## config.mk

```make
export PLATFORM = sky130hd
export DESIGN_NAME = fetch_unit
export DESIGN_NICKNAME = d
export VERILOG_FILES = /design/src/rtl/fetch_unit_pkg.sv /design/src/rtl/fetch_skid_buffer.sv /design/src/rtl/fetch_unit.sv
export SDC_FILE = /design/constraint.sdc
export NUM_CORES = 1
export LEC_CHECK = 0
export BUFFER_PORTS_ARGS = -buffer_cell sky130_fd_sc_hd__buf_4
export CAP_MARGIN = 20
export CORE_AREA = 2 2 149 151
export CTS_BUF_LIST = sky130_fd_sc_hd__clkbuf_4
export DETAILED_ROUTE_END_ITERATION = 8
export DIE_AREA = 0 0 151 153
export PLACE_DENSITY = 0.67
export SYNTH_ARGS = -nofsm -noshare
export SYNTH_HDL_FRONTEND = slang
export SYNTH_SLANG_ARGS = --single-unit
```

## constraint.sdc

```tcl
create_clock -name clk -period 11.68 [get_ports clk]
set_input_delay 2.336 -clock clk [delete_from_list [all_inputs] [get_ports clk]]
set_output_delay 2.336 -clock clk [all_outputs]
set_load 0.02 [all_outputs]
```

## src/rtl/fetch_unit_pkg.sv

```systemverilog
// Shared constants for the front end: exception codes handed to decode and
// the fetch FSM state encoding.
package fetch_unit_pkg;

    localparam logic [7:0] TRAP_NONE        = 8'h00;
    localparam logic [7:0] TRAP_STALL       = 8'h01;
    localparam logic [7:0] TRAP_BAD_PC      = 8'h20;
    localparam logic [7:0] TRAP_FETCH_FAULT = 8'h21;

    typedef enum logic [1:0] {
        S_RESET = 2'd0,
        S_FETCH = 2'd1,
        S_DROP  = 2'd2,
        S_HALT  = 2'd3
    } fetch_state_t;

endpackage

```

## src/rtl/fetch_skid_buffer.sv

```systemverilog
// One-entry holding slot for a fetch that completes while decode is stalled.
// Only the valid flag is reset; the payload is qualified by it.
module fetch_skid_buffer (
    input  logic        clk,
    input  logic        rst,
    input  logic        flush,
    input  logic        load,
    input  logic        pop,
    input  logic [31:0] d_ir,
    input  logic [7:0]  d_exc,
    input  logic [31:0] d_pc,
    output logic        valid,
    output logic [31:0] q_ir,
    output logic [7:0]  q_exc,
    output logic [31:0] q_pc
);

    always_ff @(posedge clk) begin
        if (rst || flush) begin
            valid <= 1'b0;
        end else if (load) begin
            valid <= 1'b1;
        end else if (pop) begin
            valid <= 1'b0;
        end
    end

    always_ff @(posedge clk) begin
        if (load) begin
            q_ir  <= d_ir;
            q_exc <= d_exc;
            q_pc  <= d_pc;
        end
    end

endmodule

```

## src/rtl/fetch_unit.sv

```systemverilog
// Instruction fetch stage: PC generation, imem request/ready handshake,
// stall replay through a skid buffer, redirects and fetch traps.
module fetch_unit
    import fetch_unit_pkg::*;
#(
    parameter logic [31:0] RESET_PC = 32'h0000_0000
) (
    input  logic        clk,
    input  logic        rst,
    input  logic        stall,
    input  logic        redirect_valid,
    input  logic [31:0] redirect_pc,
    output logic        imem_req,
    output logic [31:0] imem_addr,
    input  logic        imem_ready,
    input  logic [31:0] imem_rdata,
    input  logic        imem_err,
    output logic [31:0] ir,
    output logic [7:0]  exception,
    output logic [31:0] pc_out
);

    fetch_state_t state;
    logic [31:0]  pc;
    logic [31:0]  drop_pc;
    logic         misaligned;
    logic         produce;
    logic         fault;
    logic [31:0]  new_ir;
    logic [7:0]   new_exc;
    logic         buf_valid;
    logic         buf_load;
    logic         buf_pop;
    logic [31:0]  buf_ir;
    logic [7:0]   buf_exc;
    logic [31:0]  buf_pc;

    assign misaligned = (pc[1:0] != 2'b00);
    assign imem_addr  = pc;

    // In DROP the old request must stay asserted until memory answers it.
    always_comb begin
        imem_req = 1'b0;
        case (state)
            S_FETCH: imem_req = !buf_valid && !misaligned;
            S_DROP:  imem_req = 1'b1;
            default: imem_req = 1'b0;
        endcase
    end

    // A slot is produced by a completing fetch or by a misaligned-PC trap.
    assign produce = (state == S_FETCH) && !buf_valid && (misaligned || imem_ready);
    assign fault   = misaligned || imem_err;

    always_comb begin
        new_ir  = imem_rdata;
        new_exc = TRAP_NONE;
        if (misaligned) begin
            new_ir  = '0;
            new_exc = TRAP_BAD_PC;
        end else if (imem_err) begin
            new_ir  = '0;
            new_exc = TRAP_FETCH_FAULT;
        end
    end

    assign buf_load = !redirect_valid && stall && produce;
    assign buf_pop  = !redirect_valid && !stall && buf_valid;

    fetch_skid_buffer u_skid (
        .clk   (clk),
        .rst   (rst),
        .flush (redirect_valid),
        .load  (buf_load),
        .pop   (buf_pop),
        .d_ir  (new_ir),
        .d_exc (new_exc),
        .d_pc  (pc),
        .valid (buf_valid),
        .q_ir  (buf_ir),
        .q_exc (buf_exc),
        .q_pc  (buf_pc)
    );

    always_ff @(posedge clk) begin
        if (rst) begin
            state     <= S_RESET;
            pc        <= RESET_PC;
            ir        <= '0;
            exception <= TRAP_STALL;
            pc_out    <= '0;
        end else begin
            if (!stall) begin
                if (redirect_valid || !(buf_valid || produce)) begin
                    ir        <= '0;
                    exception <= TRAP_STALL;
                    pc_out    <= '0;
                end else if (buf_valid) begin
                    ir        <= buf_ir;
                    exception <= buf_exc;
                    pc_out    <= buf_pc;
                end else begin
                    ir        <= new_ir;
                    exception <= new_exc;
                    pc_out    <= pc;
                end
            end

            // An unanswered request keeps its address; the target waits in drop_pc.
            if (redirect_valid) begin
                if (imem_req && !imem_ready) begin
                    state   <= S_DROP;
                    drop_pc <= redirect_pc;
                end else begin
                    state <= S_FETCH;
                    pc    <= redirect_pc;
                end
            end else begin
                case (state)
                    S_RESET: state <= S_FETCH;
                    S_FETCH: begin
                        if (produce) begin
                            if (fault) begin
                                state <= S_HALT;
                            end else begin
                                pc <= pc + 32'd4;
                            end
                        end
                    end
                    S_DROP: begin
                        if (imem_ready) begin
                            state <= S_FETCH;
                            pc    <= drop_pc;
                        end
                    end
                    default: state <= state;
                endcase
            end
        end
    end

endmodule

```

==> results.py, run 1 <==
metrics = {
    "synthesis": {
        "netlist_area_um2": 8452,
        "yosysUniqueCellTypes": 54,
        "synth-edff-count": 98,
        "synth_top_area_frac": 0.3482,
        "yosys.area_share.simple": 0.1417,
        "ys_async_sr_fraction": 0,
        "synth_xor_area_frac": 0.002073,
        "synth_adder_area_share": 0.005922,
        "synth_compound_area_frac": 0.1412,
        "yosys_warnings": 0,
        "syn_area_per_cell_um2": 10.79,
        "synthTopCellsByArea": "edfxtp_1 (35%), dfxtp_1 (24%), mux2i_1 (8.3%)",
        "synth_seq_area_share": 0.5874,
        "synth_cells": 783,
        "synth_ff_type": "dfxtp_1",
        "synth_top_area_cell": "edfxtp_1",
        "post_synth_mux_area_share": 0.08423,
        "ys_seq_elements": 199,
        "synth_top_family_by_area": "simple AND/OR/NAND/NOR gates",
    },
    "grt": {
        "grt_max_degree": 67,
        "grt_overflow": 0,
        "grt_usage": 0.1816,
        "antenna_found_initial": 0,
        "grt_pass1_vias": 5846,
        "grt_pass1_wl_um": 32820,
    },
    "placed_design": {
        "numPortBuffers": 168,
        "hpwl_um": 14280,
        "place_congestion": 0.8507,
    },
    "cells_and_area": {
        "drive_gt1_frac": 0.2343,
        "area_delta_synth_final_pct": 20.80,
        "mostFrequentLayoutCells": "buf_4 (177), dfxtp_1 (100), edfxtp_1 (98)",
        "postLayoutCoreUtil": 0.4752,
        "layout.nets": 1000,
        "n_antenna_cell": 0,
        "final_common_cell": "buf_4",
    },
    "cts": {
        "path_clk_slew_ps": 160,
        "clockBufferDepth": 2,
        "ctsRootBufferMaster": "clkbuf_4",
        "cts_setup_buffers": 0,
        "cts_sinks": 199,
        "clk_latency_ps": 590,
        "cts_tree": "done",
        "htreeDepth": 4,
        "cts_buffers": 17,
        "holdBufCountCts": 0,
        "post_cts_resized": 0,
    },
    "worst_setup_path": {
        "startpoint_type": "flop",
        "cp.arrival_ps": 2000,
        "critPathMaxFanout": 8,
        "path_class": "flop to primary output",
        "required_ps": 9340,
        "crit_path_end_kind": "primary output",
    },
    "die": {
        "die_h_um": 153,
        "io_pins": 175,
        "die_x_um": 151,
        "die-area_um2": 23100,
        "start_util": 0.3934,
        "coreArea_um2": 21490,
        "rows": 54,
    },
    "sta": {
        "final-hold-violation-count": 0,
        "rsz0062_at_grt": "false",
        "min_period_ps": 4335,
        "post-route-period-util": 0.3712,
        "relSlewSlack": 0.3947,
        "final_max_slew_viol_count": 0,
        "tightest_slew_ps": 899.7,
        "tns_ps": 0,
        "finalSetupViolations": 0,
        "fin_worst_skew_ps": 30.97,
        "fmax_mhz": 230.7,
    },
    "status": {
        "outcome": "finished, final reports clean",
    },
    "pwr": {
        "total_power_uw": 1389,
        "peakVddDrop_v": 0.00005808,
        "p_leak_uw": 0.003643,
        "p_per_area_nw_per_um2": 136.0,
    },
    "routing": {
        "first_pass_iters": 6,
        "vias": 6465,
        "via_per_inst": 5.304,
        "wl_per_cell_um": 17.32,
        "ant_nets": 0,
        "drt-total-wl_um": 21110,
        "drcViolationCount": 0,
        "drtIter0Drc": 521,
    },
    "min_path": {
        "min_path_type": "flop to flop",
    },
    "job": {
        "cap_violations": 0,
    },
}
-- routing by layer --
metal	up-vias	global-route usage	routed length (um)
met5	-	0	0
li1	3157	-	-
met4	0	0.03916	204
met1	3052	0.2602	9669
met3	18	0.04418	1481
met2	238	0.2797	9755
-- worst max-delay path, stage by stage (launching register included) --
cell	delay (ps)
dfxtp_1	350
inv_1	80
ha_1	280
nor4b_1	390
o21a_1	190
buf_4	160
-- cells in the mapped netlist, drive strengths merged, types with 2 or more instances --
library cell / instances
a41oi: 2
a22oi: 6
mux2i: 70
a31oi: 6
and3: 7
nor2b: 5
or3: 3
o22ai: 2
nor4: 7
dfxtp: 101
a21oi: 34
a22o: 9
o21ai: 90
clkbuf: 42
nand4: 11
and4: 4
a221oi: 6
nand2: 97
or4: 2
buf: 18
o31a: 4
o31ai: 4
nand3: 13
nor3: 14
o21a: 4
inv: 14
nand2b: 11
a21o: 2
nor2: 27
edfxtp: 98
ha: 4
o32ai: 14
and2: 34
a211oi: 2
o221ai: 2
-- cell families after synthesis --
family	Yosys count
and+or+nand+nor	238
other	1
DFF	199
buffers and inverters	74
muxes	71
AOI/OAI and AO/OA	194
xor gates and xnor gates	2
adders and majority gates	4
-- where the power goes --
group          switching [uW]  leakage (uW)  internal (uW)
registers                43.9       0.00172            770
clock network             244      0.000144           92.4
logic                     138       0.00178            100
total                     426       0.00364            963
-- stage by stage --
step / instances / setup WS (ps) / instance area [um^2] / hold slack [ps]
2_1_floorplan: 788 / 4119 / 8471 / 492.3
3_3_place_gp: 1184 / 6928 / 9908 / 435.6
3_5_place_dp: 1186 / 6775 / 9943 / 444.3
4_1_cts: 1218 / 7310 / 10190 / 477.2
5_1_grt: 1219 / 7183 / 10210 / 490.3
6_report: 1219 / 7345 / 10210 / 470.9
-- sequential cells by signal, indices dropped and copies added, names as in the netlist --
| name | cells |
|---|---|
| drop_pc | 32 |
| ir | 32 |
| u_skid.q_ir | 32 |
| u_skid.valid | 1 |
| exception | 2 |
| u_skid.q_pc | 32 |
| pc_out | 32 |
| state | 2 |
| u_skid.q_exc | 2 |
| imem_addr | 32 |
-- worst paths after layout --
kind / from / endpoint / slack [ps] / depth (start not counted)
worst max-delay path: state[1] / imem_req / 7340 / 5
worst min-delay path: exception[5] / exception[5] / 470 / 2
worst max register to register: state[0] / imem_addr[24] / 8580 / 8
worst min register to register: exception[5] / exception[5] / 470 / 2
-- layout make-up --
| type | count | area, um^2 |
|---|---|---|
| fill | 2050 | 11280 |
| sequential | 199 | 4969 |
| multi-input combinational | 515 | 3216 |
| timing repair buffer | 179 | 1376 |
| tap | 280 | 350.3 |
| clock buffer | 18 | 135.1 |
| clock inverter | 14 | 111.4 |
| inverter | 14 | 52.55 |
Note: power is estimated with default switching activity, not from simulation.
==> inputs of run 2 (changes only) <==
--- a/config.mk
+++ b/config.mk
@@ -5,13 +5,14 @@
 export SDC_FILE = /design/constraint.sdc
 export NUM_CORES = 1
 export LEC_CHECK = 0
+export ABC_AREA = 1
 export BUFFER_PORTS_ARGS = -buffer_cell sky130_fd_sc_hd__buf_4
 export CAP_MARGIN = 20
-export CORE_AREA = 2 2 149 151
+export CORE_AREA = 2 2 154 156
 export CTS_BUF_LIST = sky130_fd_sc_hd__clkbuf_4
 export DETAILED_ROUTE_END_ITERATION = 8
-export DIE_AREA = 0 0 151 153
-export PLACE_DENSITY = 0.67
+export DIE_AREA = 0 0 156 158
+export PLACE_DENSITY = 0.66
 export SYNTH_ARGS = -nofsm -noshare
 export SYNTH_HDL_FRONTEND = slang
 export SYNTH_SLANG_ARGS = --single-unit
==> constraint.sdc (replaced) <==
create_clock -name clk -period 4.16 [get_ports clk]
set_input_delay 0.832 -clock clk [delete_from_list [all_inputs] [get_ports clk]]
set_output_delay 0.832 -clock clk [all_outputs]
set_load 0.02 [all_outputs]
==> run 2 against run 1 <==
  * Synthesized area rose by 7.3%
  * First-iteration DRC count rose by 22%
  * Flip-flop and latch count did not move
  * Critical path type unchanged
  * Critical path depth did not move
  * Synthesized cell count rose by 39%
  * Utilization fell by 0.64 points
  * Global-route usage rose by 1.6 points
  * Clock power rose to 3.2 times the previous value
==> results.py, run 2 <==
metrics = {
    "placed_design": {
        "postPlaceCellArea_um2": 10500,
        "place_congestion": 0.8921,
        "numPortBuffers": 168,
        "hpwl_um": 16680,
    },
    "worst_setup_path": {
        "worst_path_most_repeated_cell": "buf_4",
        "crit_slowest_cell": "dfxtp_2",
        "startpoint_type": "flop",
        "path_cells": "buf_4, nor2_2, nand2_1, a21boi_0, buf_4",
        "path_buf_inv": 2,
        "crit_family": "buffers and inverters",
        "slowest_delay_ps": 360,
        "required_ps": 3330,
        "critPathMaxFanout": 68,
        "cp.arrival_ps": 1990,
        "crit_path_end_kind": "primary output",
        "path_class": "flop to primary output",
    },
    "die": {
        "start_util": 0.3936,
        "io_pins": 175,
        "die_x_um": 156,
        "die_h_um": 158,
        "rows": 56,
        "die-area_um2": 24650,
        "coreArea_um2": 23050,
    },
    "synthesis": {
        "synthTopCellsByArea": "edfxtp_1 (32%), dfxtp_1 (22%), nand2_1 (13%)",
        "syn_area_per_cell_um2": 8.316,
        "synth_top_area_cell": "edfxtp_1",
        "synth_commonest_cells": "nand2_1 (316), nor2_1 (129), dfxtp_1 (101), edfxtp_1 (98), o21ai_0 (92)",
        "synth-edff-count": 98,
        "ys_seq_elements": 199,
        "synth_ff_type": "dfxtp_1",
        "synth_most_common_cell": "nand2_1",
        "yosys_warnings": 0,
        "netlist_area_um2": 9072,
        "synth_seq_area_share": 0.5472,
        "yosysUniqueCellTypes": 35,
        "synth_cells": 1091,
        "synth_top_area_frac": 0.3244,
        "ys_async_sr_fraction": 0,
    },
    "sta": {
        "tns_ps": 0,
        "tightest_slew_ps": 1024,
        "final-hold-violation-count": 0,
        "final_max_slew_viol_count": 0,
        "relSlewSlack": 0.3164,
        "rsz0062_at_grt": "false",
        "min_period_ps": 2823,
        "finalSetupViolations": 0,
        "fmax_mhz": 354.3,
        "fin_worst_skew_ps": 45.07,
        "post-route-period-util": 0.6785,
    },
    "grt": {
        "antenna_found_initial": 1,
        "grt_usage": 0.1974,
        "grt_max_degree": 69,
        "met2_usage": 0.3308,
        "grt_pass1_vias": 7085,
        "top_usage_layer": "met2",
        "grt_util_met1": 0.2623,
        "grt_overflow": 0,
        "met3_usage": 0.03723,
        "grt_pass1_wl_um": 38110,
    },
    "cts": {
        "holdBufCountCts": 0,
        "path_clk_slew_ps": 180,
        "cts_buffers": 17,
        "htreeDepth": 4,
        "clk_latency_ps": 610,
        "ctsRootBufferMaster": "clkbuf_4",
        "clockBufferDepth": 2,
        "cts_sinks": 199,
        "cts_tree": "done",
        "cts_setup_buffers": 0,
        "post_cts_resized": 0,
    },
    "pwr": {
        "peakVddDrop_v": 0.0002251,
        "p_per_area_nw_per_um2": 532.9,
        "p_leak_uw": 0.004272,
        "total_power_uw": 5759,
    },
    "cells_and_area": {
        "area_delta_synth_final_pct": 19.11,
        "drive_gt1_frac": 0.1898,
        "layout.nets": 1299,
        "mostFrequentLayoutCells": "nand2_1 (316), buf_4 (182), nor2_1 (128)",
        "stdcell_area_um2": 10810,
        "final_common_cell": "nand2_1",
        "postLayoutCoreUtil": 0.4688,
    },
    "routing": {
        "drtIter0Drc": 635,
        "drcViolationCount": 0,
        "wl_per_cell_um": 15.98,
        "first_pass_iters": 5,
        "drt-total-wl_um": 24430,
        "via_per_inst": 5.090,
        "ant_nets": 0,
        "vias": 7783,
    },
    "min_path": {
        "min_path_type": "input port to flop",
    },
    "job": {
        "cap_violations": 0,
    },
    "status": {
        "outcome": "finished, final reports clean",
    },
}
-- run 2: cell count changes in the layout (fill, tap and decap cells not counted), sizes merged, moves of 16 or more --
cell    change
a22o       +16
inv        +42
a21oi      +26
nor2      +113
nand3      +54
and2       -33
o211ai     +29
nand2     +220
mux2i      -70
-- run 2: per-layer routing --
metal,up-vias,part of all wire
met5,-,0
met4,0,0.016
met3,22,0.060
met2,283,0.48
met1,3580,0.44
li1,3898,-
-- run 2: logic make-up (layout without fill, tap and decap cells) --
| kind of cell | Yosys count | count (layout) | share of synthesized area |
|---|---|---|---|
| simple gates | 532 | 532 | 0.2358 |
| other cells | 1 | 7 | 0.0004133 |
| flops | 199 | 199 | 0.5472 |
| buf+inv | 129 | 271 | 0.06082 |
| fa+ha+maj | 4 | 4 | 0.005517 |
| compound gates | 219 | 219 | 0.1434 |
| xor+xnor | 7 | 7 | 0.006758 |
-- run 2: metrics by stage --
step	hold slack (ps)	instances	setup WS, ps
final	411.6	1529	1337
after global routing	359.3	1529	1167
after CTS	365.7	1528	1291
after detailed placement	456.3	1496	1391
after global placement	452.0	1496	1446
after floorplan	456.4	1096	744.6
-- run 2: cell type report --
cell class | instances | area [um^2]
inverter | 57 | 214.0
timing repair buffer | 182 | 1366
clock inverter | 15 | 178.9
tap | 290 | 362.8
antenna | 1 | 2.502
multi-input combinational | 768 | 3588
fill | 2303 | 12250
sequential | 199 | 4966
clock buffer | 17 | 127.6
-- run 2: where the power goes --
| part | internal (uW) | switching (uW) | total [uW] | leakage [uW] |
|---|---|---|---|---|
| Sequential | 2370 | 298 | 2670 | 0.00172 |
| Combinational | 681 | 1320 | 2000 | 0.00239 |
| Clock | 334 | 753 | 1090 | 0.000161 |
| Total | 3390 | 2370 | 5760 | 0.00427 |
-- run 2: final timing paths --
check / from / to / slack [ps] / depth (start not counted)
hold reg to reg: pc_out[22] / pc_out[22] / 470 / 2
hold / removal: redirect_pc[3] / drop_pc[3] / 410 / 1
setup reg to reg: u_skid.valid / imem_addr[13] / 1970 / 10
setup / recovery: u_skid.valid / imem_req / 1340 / 5
